--- src/rtl/rtc_bus_pkg.sv ---
// rtc_bus_pkg: shared state encoding, default bus timing and idle line levels for the RTC bus-cycle generator.
package rtc_bus_pkg;
  typedef enum logic [2:0] {IDLE, ADR_SU, ADR_PW, ADR_H, DAT_SU, DAT_PW, DAT_H, REC} state_t;
  localparam int T_SU_DEF = 2;
  localparam int T_PW_DEF = 8;
  localparam int T_H_DEF = 2;
  localparam int T_REC_DEF = 11;
  localparam logic A_D_IDLE = 1'b1;
  localparam logic CS_IDLE = 1'b1;
  localparam logic RD_IDLE = 1'b1;
  localparam logic WR_IDLE = 1'b1;
  typedef struct packed {
    logic       a_d;
    logic       cs;
    logic       rd;
    logic       wr;
    logic       ad_oe;
    logic [7:0] ad_out;
    logic       send_add;
    logic       send_data;
    logic       read_data;
    logic       busy;
  } bus_t;
  localparam bus_t BUS_IDLE = '{a_d: A_D_IDLE, cs: CS_IDLE, rd: RD_IDLE, wr: WR_IDLE, default: '0};
endpackage

--- src/rtl/rtc_phase_timer.sv ---
// rtc_phase_timer: 4-bit loadable down-counter with terminal count, shared by every bus phase.
module rtc_phase_timer (
  input  logic       clk,
  input  logic       reset,
  input  logic       load_i,
  input  logic [3:0] val_i,
  output logic       tc_o
);
  logic [3:0] cnt_q;
  always_ff @(posedge clk) begin
    if (reset) cnt_q <= '0;
    else if (load_i) cnt_q <= val_i;
    else if (cnt_q != '0) cnt_q <= cnt_q - 4'd1;
  end
  assign tc_o = cnt_q == '0;
endmodule

--- src/rtl/rtc_bus_cycle.sv ---
// rtc_bus_cycle: multiplexed A/D bus-cycle generator for the RTC (address phase then write/read data phase).
// Define RTC_BUS_INSYNC_EN to synchronize ad_in and capture read data on the last DAT_H edge.
module rtc_bus_cycle
  import rtc_bus_pkg::*;
#(
  parameter int T_SU  = T_SU_DEF,
  parameter int T_PW  = T_PW_DEF,
  parameter int T_H   = T_H_DEF,
  parameter int T_REC = T_REC_DEF
) (
  input  logic       clk,
  input  logic       reset,
  input  logic       do_it,
  input  logic       w_r,
  input  logic [7:0] addr,
  input  logic [7:0] wdata,
  input  logic [7:0] ad_in,
  output logic [7:0] ad_out,
  output logic       ad_oe,
  output logic       a_d,
  output logic       cs,
  output logic       rd,
  output logic       wr,
  output logic       send_add,
  output logic       send_data,
  output logic       read_data,
  output logic [7:0] rdata,
  output logic       rdata_valid,
  output logic       busy,
  output logic       done
);
  state_t state_q, state_d;
  bus_t bus_q, bus_d;
  logic tc, start, adr_ph, dat_ph, cap;
  logic [3:0] ld_val;
  logic w_r_q, w_r_d;
  logic [7:0] addr_q, addr_d, wdata_q, wdata_d, ad_s, rdata_q;
  logic rdata_valid_q, done_q;
  always_ff @(posedge clk) begin
    if (reset) state_q <= IDLE;
    else state_q <= state_d;
  end
  always_comb begin
    state_d = state_q;
    unique case (state_q)
      IDLE:    state_d = do_it ? ADR_SU : IDLE;
      ADR_SU:  state_d = tc ? ADR_PW : ADR_SU;
      ADR_PW:  state_d = tc ? ADR_H : ADR_PW;
      ADR_H:   state_d = tc ? DAT_SU : ADR_H;
      DAT_SU:  state_d = tc ? DAT_PW : DAT_SU;
      DAT_PW:  state_d = tc ? DAT_H : DAT_PW;
      DAT_H:   state_d = tc ? REC : DAT_H;
      default: state_d = !tc ? REC : do_it ? ADR_SU : IDLE;
    endcase
  end
  assign ld_val = (state_d inside {ADR_SU, DAT_SU}) ? 4'(T_SU - 1) :
                  (state_d inside {ADR_PW, DAT_PW}) ? 4'(T_PW - 1) :
                  (state_d inside {ADR_H, DAT_H})   ? 4'(T_H - 1)  : 4'(T_REC - 1);
  rtc_phase_timer u_timer (
    .clk    (clk),
    .reset  (reset),
    .load_i (state_d != state_q),
    .val_i  (ld_val),
    .tc_o   (tc)
  );
  // Request fields are captured on the edge that enters ADR_SU, whether from IDLE or a back-to-back REC.
  assign start   = state_d == ADR_SU && state_q != ADR_SU;
  assign w_r_d   = start ? w_r : w_r_q;
  assign addr_d  = start ? addr : addr_q;
  assign wdata_d = start ? wdata : wdata_q;
  assign adr_ph  = state_d inside {ADR_SU, ADR_PW, ADR_H};
  assign dat_ph  = state_d inside {DAT_SU, DAT_PW, DAT_H};
  always_comb begin
    bus_d           = BUS_IDLE;
    bus_d.a_d       = adr_ph ? 1'b0 : A_D_IDLE;
    bus_d.cs        = (state_d == ADR_PW || state_d == DAT_PW) ? 1'b0 : CS_IDLE;
    bus_d.wr        = (state_d == ADR_PW || (state_d == DAT_PW && w_r_d)) ? 1'b0 : WR_IDLE;
    bus_d.rd        = (state_d == DAT_PW && !w_r_d) ? 1'b0 : RD_IDLE;
    bus_d.ad_oe     = adr_ph || (dat_ph && w_r_d);
    bus_d.ad_out    = adr_ph ? addr_d : (dat_ph && w_r_d) ? wdata_d : '0;
    bus_d.send_add  = adr_ph;
    bus_d.send_data = dat_ph && w_r_d;
    bus_d.read_data = dat_ph && !w_r_d;
    bus_d.busy      = state_d != IDLE;
  end
`ifdef RTC_BUS_INSYNC_EN
  logic [7:0] sync1_q, sync2_q;
  always_ff @(posedge clk) begin
    if (reset) {sync1_q, sync2_q} <= '0;
    else {sync1_q, sync2_q} <= {ad_in, sync1_q};
  end
  assign ad_s = sync2_q;
  assign cap  = state_q == DAT_H && tc && !w_r_q;
`else
  assign ad_s = ad_in;
  assign cap  = state_q == DAT_PW && tc && !w_r_q;
`endif
  always_ff @(posedge clk) begin
    if (reset) begin
      bus_q         <= BUS_IDLE;
      {w_r_q, addr_q, wdata_q, rdata_q} <= '0;
      rdata_valid_q <= 1'b0;
      done_q        <= 1'b0;
    end else begin
      bus_q         <= bus_d;
      w_r_q         <= w_r_d;
      addr_q        <= addr_d;
      wdata_q       <= wdata_d;
      rdata_q       <= cap ? ad_s : rdata_q;
      rdata_valid_q <= cap;
      done_q        <= state_d == REC && state_q != REC;
    end
  end
  assign {a_d, cs, rd, wr, ad_oe, ad_out, send_add, send_data, read_data, busy} = bus_q;
  assign rdata       = rdata_q;
  assign rdata_valid = rdata_valid_q;
  assign done        = done_q;
endmodule

--- config.mk ---
export PLATFORM = sky130hd
export DESIGN_NAME = rtc_bus_cycle
export DESIGN_NICKNAME = d
export VERILOG_FILES = /design/src/rtl/rtc_bus_pkg.sv /design/src/rtl/rtc_phase_timer.sv /design/src/rtl/rtc_bus_cycle.sv
export SDC_FILE = /design/constraint.sdc
export NUM_CORES = 1
export LEC_CHECK = 0
export CORE_MARGIN = 3
export CORE_UTILIZATION = 51
export CTS_BUF_LIST = sky130_fd_sc_hd__clkbuf_8
export CTS_CLUSTER_SIZE = 14
export DETAILED_ROUTE_END_ITERATION = 10
export GPL_ROUTABILITY_DRIVEN = 0
export GPL_TIMING_DRIVEN = 0
export PLACE_DENSITY = 0.89
export SYNTH_ARGS = -nofsm -noshare
export SYNTH_HDL_FRONTEND = slang
export SYNTH_HIERARCHICAL = 1
export SYNTH_SLANG_ARGS = --single-unit
--- constraint.sdc ---
create_clock -name clk -period 2.6 [get_ports clk]
set_input_delay 0.65 -clock clk [delete_from_list [all_inputs] [get_ports clk]]
set_output_delay 0.65 -clock clk [all_outputs]
set_load 0.02 [all_outputs]
==> results.md, run 1 <==
- Status: finished, final reports clean
- Post-synth net total: 275
- Max cap viols: 0
- Fillers: 332
- Yosys top cell by area: dfxtp_1
- Met2 Use GR: 35.6%
- Die Ht: 72.9 µm
- Initial Util: 55.0%
- Clock Pin Slew Worst Setup and Hold Paths: 100 ps
- Port bufs: 53
- Multi-input gate area: 1110 µm²
- GR Util met1: 25.6%
- DRC violations left: 0
- Synth Flop Type: dfxtp_1
- Worst slew pin tran: 543 ps
- Vias per cell: 5.74
- Site Rows: 23
- Max H-tree Level: 2
- CTS max path bufs: 2
- Unrepaired setup endpoints after global routing: no
- Maximum VDD drop: 0.472 mV
- Headroom to the max-slew limit: 63.8%
- Initial antenna violation count: 0
- Highest Clock Rate: 421 MHz
- CTS sink count: 51
- Most common cell in the netlist: dfxtp_1
- Sequential element share of the synthesized area: 44.8%
- Synth Register Bits: 51
- Drt wl/cell: 15.1 µm
- LEAKAGE: 0.00115 µW
- Cell count after synthesis: 246
- First-pass GRT wire length: 8.75 mm
- Critical Path RT: 2820 ps
- Resize count post-CTS: 0
- Fin nets: 335
- Total wire length: 5.40 mm
- Kind of critical path: input port to flip-flop
- TritonCTS clock tree: yes
- GRT Overall Usage: 20.9%
- Most frequent cells after synthesis: dfxtp_1 (51), nor2_1 (32), mux2i_1 (24), nand2_1 (19), o22ai_1 (12)
- Crit-path max FO: 10
- Post-synth top area share: 44.8%
- Root Buffer: clkbuf_8
- Clock Latency Late Sink: 310 ps
- Hold_buf cts: 0
- GR Overflow Total: 0
- CP endpoint kind: flip-flop
- Power Total: 2880 µW
- Final ANT Viol Nets: 0
- Worst setup SP type: input port
- Post-CTS Setup Repair Bufs: 0
- Total Neg Setup Slack: 0 ps
- Via count: 2050
- Worst Skew: 8.12 ps
- Synth cell types: 48
- Min cycle time layout: 2380 ps
- Final setup violation count: 0
- CORE AREA: 4140 µm²
- Antenna cells: 0
- Num ports: 55
- P&R area growth vs syn: 31.3%
- Synth top area cells: dfxtp_1 (45%), mux2i_1 (11%), nor2_1 (5.3%)
- Yosys Warn Count: 6
- Worst Hold Class: flip-flop to flip-flop
- Max Slew Vio Count: 0
- Share of cells above drive strength 1: 11.1%
- Avg Synthesized Cell Area: 9.27 µm²
- Top Usage Layer GRT: met2
- Detailed-placement wirelength estimate: 3.81 mm
- Via count of the first global-routing pass: 1903
- Reg area: 1020 µm²
- Largest net degree at the start of global routing: 17
- Crit share post-route: 91.5%
- 1st-pass router iterations: 4
- Die width: 72.9 µm
- Worst EP arrival: 2590 ps
- Die area: 5310 µm²
- Hold Vio Cnt, Final: 0
- Power density over the cells: 962 nW/µm²
- FFs w/ async S/R, synth: 0%
- Met3 Use GR: 5.23%
- Post-synth EDFFs: 0
- DR iter-0 viols: 154
- CTS Buf Count: 5
- Mapped cell area: 2280 µm²
==> per-layer routing <==
metal  vias to the layer above  share of wire [%]
met5                         -                  0
met4                         0                1.7
met3                        11                7.7
met2                        97                 48
met1                       955                 42
li1                        987                  -
==> critical path: stages <==
cell and delay (ps):
clkdlybuf4s50_1 430, inv_1 130, clkbuf_1 440, o21ai_0 340
or2_2 400, o32ai_1 210
==> cells in the final DEF, fill, tap and decap left out, types with 3 or more instances in the layout <==
cell type and n:
clkdlybuf4s50_1 53, dfxtp_1 51, nor2_1 32, mux2i_1 24, nand2_1 19, o22ai_1 12
a211oi_1 9, a21oi_1 8, a31oi_1 8, buf_2 7, nor3_1 7, clkbuf_1 6
clkbuf_8 6, buf_4 5, nor2b_1 5, nand3_1 5, inv_1 4, xnor2_1 4
buf_6 3, o21ai_1 3
==> power by group <==
group,switching (µW),internal [µW]
Sequential,76.3,926
Clock,266,317
Combinational,710,586
Total,1050,1830
==> sequential cells by signal (all words and copies together), names as in the netlist, 3 cells and up <==
register / flops
state_q: 3
rdata: 8
wdata_q: 8
ad_out: 8
u_timer/cnt_q: 4
addr_q: 8
==> final cells by class <==
cell class | count | share of cell area [%]
clock buffer | 6 | 2.76
inverter | 5 | 0.627
buffer | 22 | 4.43
multi-input combinational | 168 | 37.0
timing repair buffer | 53 | 17.7
sequential | 51 | 34.1
clock inverter | 2 | 1.29
tap | 50 | 2.09
==> worst paths after layout <==
check,depth (start not counted),slack (ps),startpoint,endpoint
min,2,500,addr_q[0],addr_q[0]
max,6,220,do_it,u_timer/cnt_q[3]
min reg2reg,2,500,addr_q[0],addr_q[0]
max reg2reg,9,390,u_timer/cnt_q[0],u_timer/cnt_q[3]
==> kinds of logic (layout without fill, tap and decap cells) <==
group	after synthesis	in the layout	share of synthesized area, %
simple gates	84	84	19.4
buf+inv	27	88	6.64
fa+ha+maj	1	1	0.548
mux	26	26	11.5
flops	51	51	44.8
xor+xnor	4	4	1.54
compound gates	53	53	15.6
==> per-stage QoR <==
stage / setup slack, ps / instance area (µm²) / hold slack [ps] / cells / utilization, %
after floorplan: 664 / 2280 / 460 / 246 / -
after global placement: -16.3 / 2870 / 471 / 349 / 69.4
after detailed placement: -68.5 / 2870 / 484 / 349 / 69.4
after CTS: 280 / 3000 / 507 / 357 / 72.3
after global routing: 94.8 / 3000 / 542 / 357 / 72.3
final: 222 / 3000 / 501 / 357 / 72.3
(Power assumes the default switching activity.)
==> run 2: changes to the inputs <==
--- a/config.mk
+++ b/config.mk
@@ -13,6 +13,7 @@
 export GPL_ROUTABILITY_DRIVEN = 0
 export GPL_TIMING_DRIVEN = 0
 export PLACE_DENSITY = 0.89
+export SKIP_CTS_REPAIR_TIMING = 1
 export SYNTH_ARGS = -nofsm -noshare
 export SYNTH_HDL_FRONTEND = slang
 export SYNTH_HIERARCHICAL = 1
==> results of run 2 <==
Same layout as run 1: the final DEF is identical, and so are final timing and power.
